--- config.mk ---
export PLATFORM = sky130hd
export DESIGN_NAME = multi_dataflow_stream_sched_flat
export DESIGN_NICKNAME = d
export VERILOG_FILES = /design/src/rtl/multi_dataflow_stream_sched_if.sv /design/src/rtl/multi_dataflow_stream_sched.sv /design/src/flat_wrapper.sv
export SDC_FILE = /design/constraint.sdc
export NUM_CORES = 1
export LEC_CHECK = 0
export ABC_AREA = 1
export CAP_MARGIN = 20
export CORE_UTILIZATION = 62
export DETAILED_ROUTE_END_ITERATION = 8
export DONT_BUFFER_PORTS = 1
export PLACE_DENSITY = 0.84
export SYNTH_ARGS = -nofsm -noshare
export SYNTH_HDL_FRONTEND = slang
export SYNTH_SLANG_ARGS = --single-unit
--- constraint.sdc ---
create_clock -name clk_i -period 3.9 [get_ports clk_i]
set_clock_uncertainty 0.2 [all_clocks]
set_input_delay 0.39 -clock clk_i [delete_from_list [all_inputs] [get_ports clk_i]]
set_output_delay 0.39 -clock clk_i [all_outputs]
set_load 0.02 [all_outputs]
--- src/rtl/multi_dataflow_stream_sched_if.sv ---
// Handshake bundle between the HWPE control slave, the streamers and the job scheduler.
// The master modport is the scheduler's view; the slave modport is the environment's view.
interface multi_dataflow_stream_sched_if #(
  parameter int unsigned N_IN  = 2,
  parameter int unsigned N_OUT = 1,
  parameter int unsigned CNT_W = 32
);
  logic                     clear;
  logic                     start;
  logic [N_OUT*CNT_W-1:0]   cnt_limit;
  logic [N_IN-1:0]          in_ready;
  logic [N_OUT-1:0]         out_ready;
  logic [N_IN-1:0]          in_req;
  logic [N_OUT-1:0]         out_req;
  logic [N_IN-1:0]          in_done;
  logic [N_OUT-1:0]         out_done;
  logic [N_OUT-1:0]         out_beat;
  logic                     engine_clear;
  logic                     engine_en;
  logic                     busy;
  logic                     done;
  logic [N_OUT-1:0]         overrun;
  logic [31:0]              cycles;

  modport master (
    input  clear, start, cnt_limit, in_ready, out_ready, in_done, out_done, out_beat,
    output in_req, out_req, engine_clear, engine_en, busy, done, overrun, cycles
  );

  modport slave (
    output clear, start, cnt_limit, in_ready, out_ready, in_done, out_done, out_beat,
    input  in_req, out_req, engine_clear, engine_en, busy, done, overrun, cycles
  );
endinterface

--- src/rtl/multi_dataflow_stream_sched.sv ---
// Job-level scheduler for multi-stream HWPE accelerators: arms every source and sink streamer,
// enables the engine, counts sink beats against programmed limits and reports completion.
module multi_dataflow_stream_sched #(
  parameter int unsigned N_IN  = 2,
  parameter int unsigned N_OUT = 1,
  parameter int unsigned CNT_W = 32
) (
  input logic                          clk_i,
  input logic                          rst_ni,
  multi_dataflow_stream_sched_if.master bus
);

  typedef enum logic [1:0] {StIdle, StArm, StRun, StDone} state_e;

  // Limits and counters carry one extra bit so an all-ones register maps to 2^CNT_W beats.
  localparam logic [CNT_W:0] CntOne = {{CNT_W{1'b0}}, 1'b1};

  state_e           state_q;
  logic [CNT_W:0]   limit_q [N_OUT];
  logic [CNT_W:0]   cnt_q   [N_OUT];
  logic [CNT_W:0]   cnt_d   [N_OUT];
  logic [N_IN-1:0]  in_fin_q, in_fin_d;
  logic [N_OUT-1:0] out_fin_q, out_fin_d;
  logic [N_OUT-1:0] overrun_q, ovr_hit;
  logic [31:0]      cycles_q, cycles_inc;
  logic             busy_q, en_q, done_q;
  logic             all_ready, all_full, job_end;

  // Next-state helpers: done flags including this cycle's pulses, gated beat counts, exit test.
  always_comb begin
    all_ready  = (&bus.in_ready) & (&bus.out_ready);
    in_fin_d   = in_fin_q | bus.in_done;
    out_fin_d  = out_fin_q | bus.out_done;
    cycles_inc = (cycles_q == 32'hFFFF_FFFF) ? cycles_q : cycles_q + 32'd1;
    all_full   = 1'b1;
    ovr_hit    = '0;
    for (int k = 0; k < N_OUT; k++) begin
      cnt_d[k]   = cnt_q[k];
      ovr_hit[k] = bus.out_beat[k] && (cnt_q[k] == limit_q[k]);
      if (bus.out_beat[k] && (cnt_q[k] < limit_q[k])) begin
        cnt_d[k] = cnt_q[k] + CntOne;
      end
      if (cnt_d[k] != limit_q[k]) begin
        all_full = 1'b0;
      end
    end
    job_end = (&in_fin_d) & (&out_fin_d) & all_full;
  end

  // Job FSM with registered status outputs; reset and soft clear both return everything to idle.
  always_ff @(posedge clk_i) begin
    if (!rst_ni || bus.clear) begin
      state_q   <= StIdle;
      in_fin_q  <= '0;
      out_fin_q <= '0;
      overrun_q <= '0;
      cycles_q  <= '0;
      busy_q    <= 1'b0;
      en_q      <= 1'b0;
      done_q    <= 1'b0;
      for (int k = 0; k < N_OUT; k++) begin
        limit_q[k] <= '0;
        cnt_q[k]   <= '0;
      end
    end else begin
      unique case (state_q)
        StIdle: begin
          if (bus.start) begin
            for (int k = 0; k < N_OUT; k++) begin
              limit_q[k] <= {1'b0, bus.cnt_limit[k*CNT_W +: CNT_W]} + CntOne;
              cnt_q[k]   <= '0;
            end
            in_fin_q  <= '0;
            out_fin_q <= '0;
            overrun_q <= '0;
            cycles_q  <= '0;
            busy_q    <= 1'b1;
            state_q   <= StArm;
          end
        end
        StArm: begin
          // A streamer may finish a trivially short transfer before the engine is enabled.
          in_fin_q  <= in_fin_d;
          out_fin_q <= out_fin_d;
          cycles_q  <= cycles_inc;
          if (all_ready) begin
            en_q    <= 1'b1;
            state_q <= StRun;
          end
        end
        StRun: begin
          in_fin_q  <= in_fin_d;
          out_fin_q <= out_fin_d;
          cycles_q  <= cycles_inc;
          overrun_q <= overrun_q | ovr_hit;
          for (int k = 0; k < N_OUT; k++) begin
            cnt_q[k] <= cnt_d[k];
          end
          if (job_end) begin
            en_q    <= 1'b0;
            done_q  <= 1'b1;
            state_q <= StDone;
          end
        end
        StDone: begin
          done_q  <= 1'b0;
          busy_q  <= 1'b0;
          state_q <= StIdle;
        end
        default: state_q <= StIdle;
      endcase
    end
  end

  // Requests fire in the ARM cycle where every streamer is ready; they depend on the live readies.
  assign bus.in_req       = {N_IN{(state_q == StArm) && all_ready}};
  assign bus.out_req      = {N_OUT{(state_q == StArm) && all_ready}};
  assign bus.engine_clear = (state_q == StArm) && all_ready;
  assign bus.engine_en    = en_q;
  assign bus.busy         = busy_q;
  assign bus.done         = done_q;
  assign bus.overrun      = overrun_q;
  assign bus.cycles       = cycles_q;

endmodule

--- src/flat_wrapper.sv ---
// flat-port wrapper written by rule: the top's interface ports become plain ports
module multi_dataflow_stream_sched_flat 
#(
  parameter int unsigned N_IN  = 2,
  parameter int unsigned N_OUT = 1,
  parameter int unsigned CNT_W = 32
)
  (clk_i, rst_ni, bus_clear, bus_start, bus_cnt_limit, bus_in_ready, bus_out_ready, bus_in_done, bus_out_done, bus_out_beat, bus_in_req, bus_out_req, bus_engine_clear, bus_engine_en, bus_busy, bus_done, bus_overrun, bus_cycles);
  multi_dataflow_stream_sched_if #(.N_IN(N_IN), .N_OUT(N_OUT), .CNT_W(CNT_W)) bus_i ();
  input logic clk_i;
  input logic rst_ni;
  input wire logic [$bits(bus_i.clear)-1:0] bus_clear;
  input wire logic [$bits(bus_i.start)-1:0] bus_start;
  input wire logic [$bits(bus_i.cnt_limit)-1:0] bus_cnt_limit;
  input wire logic [$bits(bus_i.in_ready)-1:0] bus_in_ready;
  input wire logic [$bits(bus_i.out_ready)-1:0] bus_out_ready;
  input wire logic [$bits(bus_i.in_done)-1:0] bus_in_done;
  input wire logic [$bits(bus_i.out_done)-1:0] bus_out_done;
  input wire logic [$bits(bus_i.out_beat)-1:0] bus_out_beat;
  output wire logic [$bits(bus_i.in_req)-1:0] bus_in_req;
  output wire logic [$bits(bus_i.out_req)-1:0] bus_out_req;
  output wire logic [$bits(bus_i.engine_clear)-1:0] bus_engine_clear;
  output wire logic [$bits(bus_i.engine_en)-1:0] bus_engine_en;
  output wire logic [$bits(bus_i.busy)-1:0] bus_busy;
  output wire logic [$bits(bus_i.done)-1:0] bus_done;
  output wire logic [$bits(bus_i.overrun)-1:0] bus_overrun;
  output wire logic [$bits(bus_i.cycles)-1:0] bus_cycles;
  assign bus_i.clear = bus_clear;
  assign bus_i.start = bus_start;
  assign bus_i.cnt_limit = bus_cnt_limit;
  assign bus_i.in_ready = bus_in_ready;
  assign bus_i.out_ready = bus_out_ready;
  assign bus_i.in_done = bus_in_done;
  assign bus_i.out_done = bus_out_done;
  assign bus_i.out_beat = bus_out_beat;
  assign bus_in_req = bus_i.in_req;
  assign bus_out_req = bus_i.out_req;
  assign bus_engine_clear = bus_i.engine_clear;
  assign bus_engine_en = bus_i.engine_en;
  assign bus_busy = bus_i.busy;
  assign bus_done = bus_i.done;
  assign bus_overrun = bus_i.overrun;
  assign bus_cycles = bus_i.cycles;
  multi_dataflow_stream_sched #(.N_IN(N_IN), .N_OUT(N_OUT), .CNT_W(CNT_W)) u_core (.clk_i(clk_i), .rst_ni(rst_ni), .bus(bus_i));
endmodule
==> results.ini <==
[floorplan]
io_pins = 83
rows = 40
core_area_um2 = 12100
die_w_um = 114
start_util = 0.640
die_h_um = 114
die-area_um2 = 12900

[final_layout]
n_antenna_cell = 0
fill_cells = 1044
final_common_cell = nand2_1
drive_gt1_frac = 0.0623
area_growth_pct = 8.38
final_area_um2 = 8400
post-route-util = 0.693
fin_nets = 1218
instances_no_fill = 1308
final_cell_mix = nand2_1 (301), inv_1 (171), nor2_1 (142)

[worst_setup_path]
cp-start-kind = flop
path_class = reg -> reg
r2r_cells = 23
ff2ff_setup_slack_ns = 0.20
cp_max_fo = 15
arrival_ns = 3.80
timing.rr.end = u_core.state_q[1]
crit_required_ns = 4.00
crit_path_end_kind = flop
reg2reg_from = u_core.cnt_q[0][14]

[synthesis]
synth-seq-cells = 107
ys_warn_count = 0
synth_top_area_frac = 0.256
ys_async_sr_fraction = 0
ys.flop_type = edfxtp_1
synth_fp_nets = 1197
yosys.area.top_type = edfxtp_1
yosysSeqAreaShare = 0.362
yosysUniqueCellTypes = 38
synth_area_per_cell_um2 = 6.96
synth_area_um2 = 7750
synth_edf_count = 66
syn_inst = 1114
synth_area_leaders = edfxtp_1 (26%), nand2_1 (15%), dfxtp_1 (11%), inv_1 (8.2%), nor2_1 (7.0%)

[drt]
wl_per_cell_um = 15.7
first_iter_violations = 795
drt_first_pass_iters = 6
viasPerCell = 5.72
vias = 7487
ant_nets = 0
finalWirelength_mm = 20.6
drc_errors = 0

[placed_design]
place_hpwl_mm = 15.8
io_buffers = 0
gp_congestion = 1.06
post-place-ws_ns = 0.221
placed_area_um2 = 8040
dp.cells = 1286

[clock_tree]
clk_latency_ns = 0.37
cts_buffers = 9
htreeDepth = 3
cts.clk_slew.worst_paths_ns = 0.08
cts_tree = yes
clockBufferDepth = 2
cts_root_buffer = clkbuf_16
cts.sink_count = 107

[power]
swShare = 0.339
internal-power_w = 0.00197
combPwrFrac = 0.248
finalPower_w = 0.00298
p_sw_w = 0.00101
ir_worst_vdd_v = 0.000314
sequentialPowerShare = 0.442
p_per_area_nw_per_um2 = 355
leakage_nw = 3.58
clkPwrFrac = 0.311

[job]
max_cap_violations = 0

[timing]
finalCritPeriodShare = 0.949
setup_ws_ns = 0.200
relSlewSlack = 0.598
hold_viol = 0
fmax_mhz = 270
worst_slew_pin_slew_ns = 0.598
setup-violations-final = 0
min_period_ns = 3.70
finalMaxSlewViolations = 0

[global_route]
grt_use_total = 0.329
grt_pass1_wl_mm = 32.9
grt_max_degree = 35
grt_pass1_vias = 6829
antenna_found_initial = 0
overflow = 0

[min_path]
holdPathStages = 1
hold_end = u_core.limit_q[0][0]
min-delay-start = bus_cnt_limit[0]
hold_path.class = in -> reg

[run_status]
status = finished clean

-- cell families after synthesis --
logic type	Yosys count	share of synthesized area
AO/OA/AOI/OAI	125	0.0880
XOR/XNOR	33	0.0426
adder cells (fa/ha/maj)	40	0.0646
buffers and inverters	189	0.0970
flip-flops	107	0.362
AND/OR/NAND/NOR	620	0.346
-- power by group through the flow --
stage                     Clock, W  Sequential, W  Combinational (W)
final                     0.000927        0.00132           0.000738
after CTS                 0.000928        0.00131           0.000696
after global placement           0        0.00134           0.000678
after global routing      0.000969        0.00132           0.000826
after detailed placement         0        0.00134           0.000690
after floorplan                  0        0.00132           0.000515
-- area by class of cell --
class                           count  area [um2]  area share
Clock buffer                        9         225      0.0268
Clock inverter                      7        66.3     0.00790
Inverter                          170         638      0.0760
Multi-Input combinational cell    818        4210       0.501
Sequential cell                   107        2800       0.334
Tap cell                          168         210      0.0250
Timing Repair Buffer               29         246      0.0294
-- Yosys cell counts, drive strengths merged (2+ instances only) --
master,n
nand2,309
inv,170
nor2,152
nand3,74
a21oi,66
edfxtp,66
dfxtp,41
nor3,41
ha,40
o21ai,37
nand4,30
xor2,28
buf,11
clkbuf,8
nor4,7
a211oi,5
nor3b,4
o21a,4
a21o,3
and3,3
o211ai,3
o31ai,3
xnor3,3
a31oi,2
xnor2,2
-- registers in the layout, indices dropped and copies added (netlist names) --
signal and cells:
u_core.bus.cycles 32, u_core.out_fin_q 1, u_core.in_fin_q 2, u_core.bus.busy 1
u_core.bus.done 1, u_core.limit_q 33, u_core.bus.overrun 1, u_core.cnt_q 33
u_core.bus.engine_en 1, u_core.state_q 2
-- metal layers --
layer / share of wire / vias up / global-route usage
li1: - / 3679 / -
met4: 0.029 / 0 / 0.126
met3: 0.10 / 46 / 0.0765
met5: 0 / - / 0
met1: 0.44 / 3405 / 0.454
met2: 0.43 / 357 / 0.502
-- worst max-delay path: stages (launching register included) --
cell      delay [ns]
edfxtp_1        0.46
ha_1            0.35
a21oi_1         0.20
o21ai_0         0.10
a21oi_1         0.23
nand2_1         0.16
nand2_4         0.16
nand2_2         0.10
nor2_4          0.20
buf_12          0.17
nand2_1         0.09
nand2_1         0.10
nand2_1         0.06
nand2_1         0.07
nand2_1         0.05
nor2_1          0.09
nand2_1         0.05
nor2_1          0.20
nand3_1         0.19
nand2_2         0.14
nand3_2         0.08
nand2_1         0.07
inv_1           0.04
nor2_1          0.08
-- timing repair --
item	4_1_cts	5_1_grt
resized for setup	0	5
setup endpoints to repair	0	4
buffers inserted	0	6
hold buffers	0	0
-- how the worst max path moves through the flow --
stage	from	to	slack (ns)	cells past startpoint
after floorplan	u_core.cnt_q[0][24]	u_core.state_q[1]	1.01	24
after global placement	u_core.cnt_q[0][8]	u_core.state_q[1]	0.30	23
after detailed placement	u_core.cnt_q[0][28]	u_core.state_q[1]	0.22	23
after CTS	u_core.cnt_q[0][28]	u_core.state_q[1]	0.16	23
after global routing	u_core.limit_q[0][14]	u_core.bus.done	-0.02	22
final	u_core.cnt_q[0][14]	u_core.state_q[1]	0.20	23
-- per-stage QoR --
step                      TNS [ns]  hold slack [ns]
after floorplan                  0            0.229
after global placement           0            0.245
after detailed placement         0            0.253
after CTS                        0          0.00994
after global routing       -0.0388          0.00901
final                            0          0.00763
No activity file was read; power rests on OpenSTA's default activity.
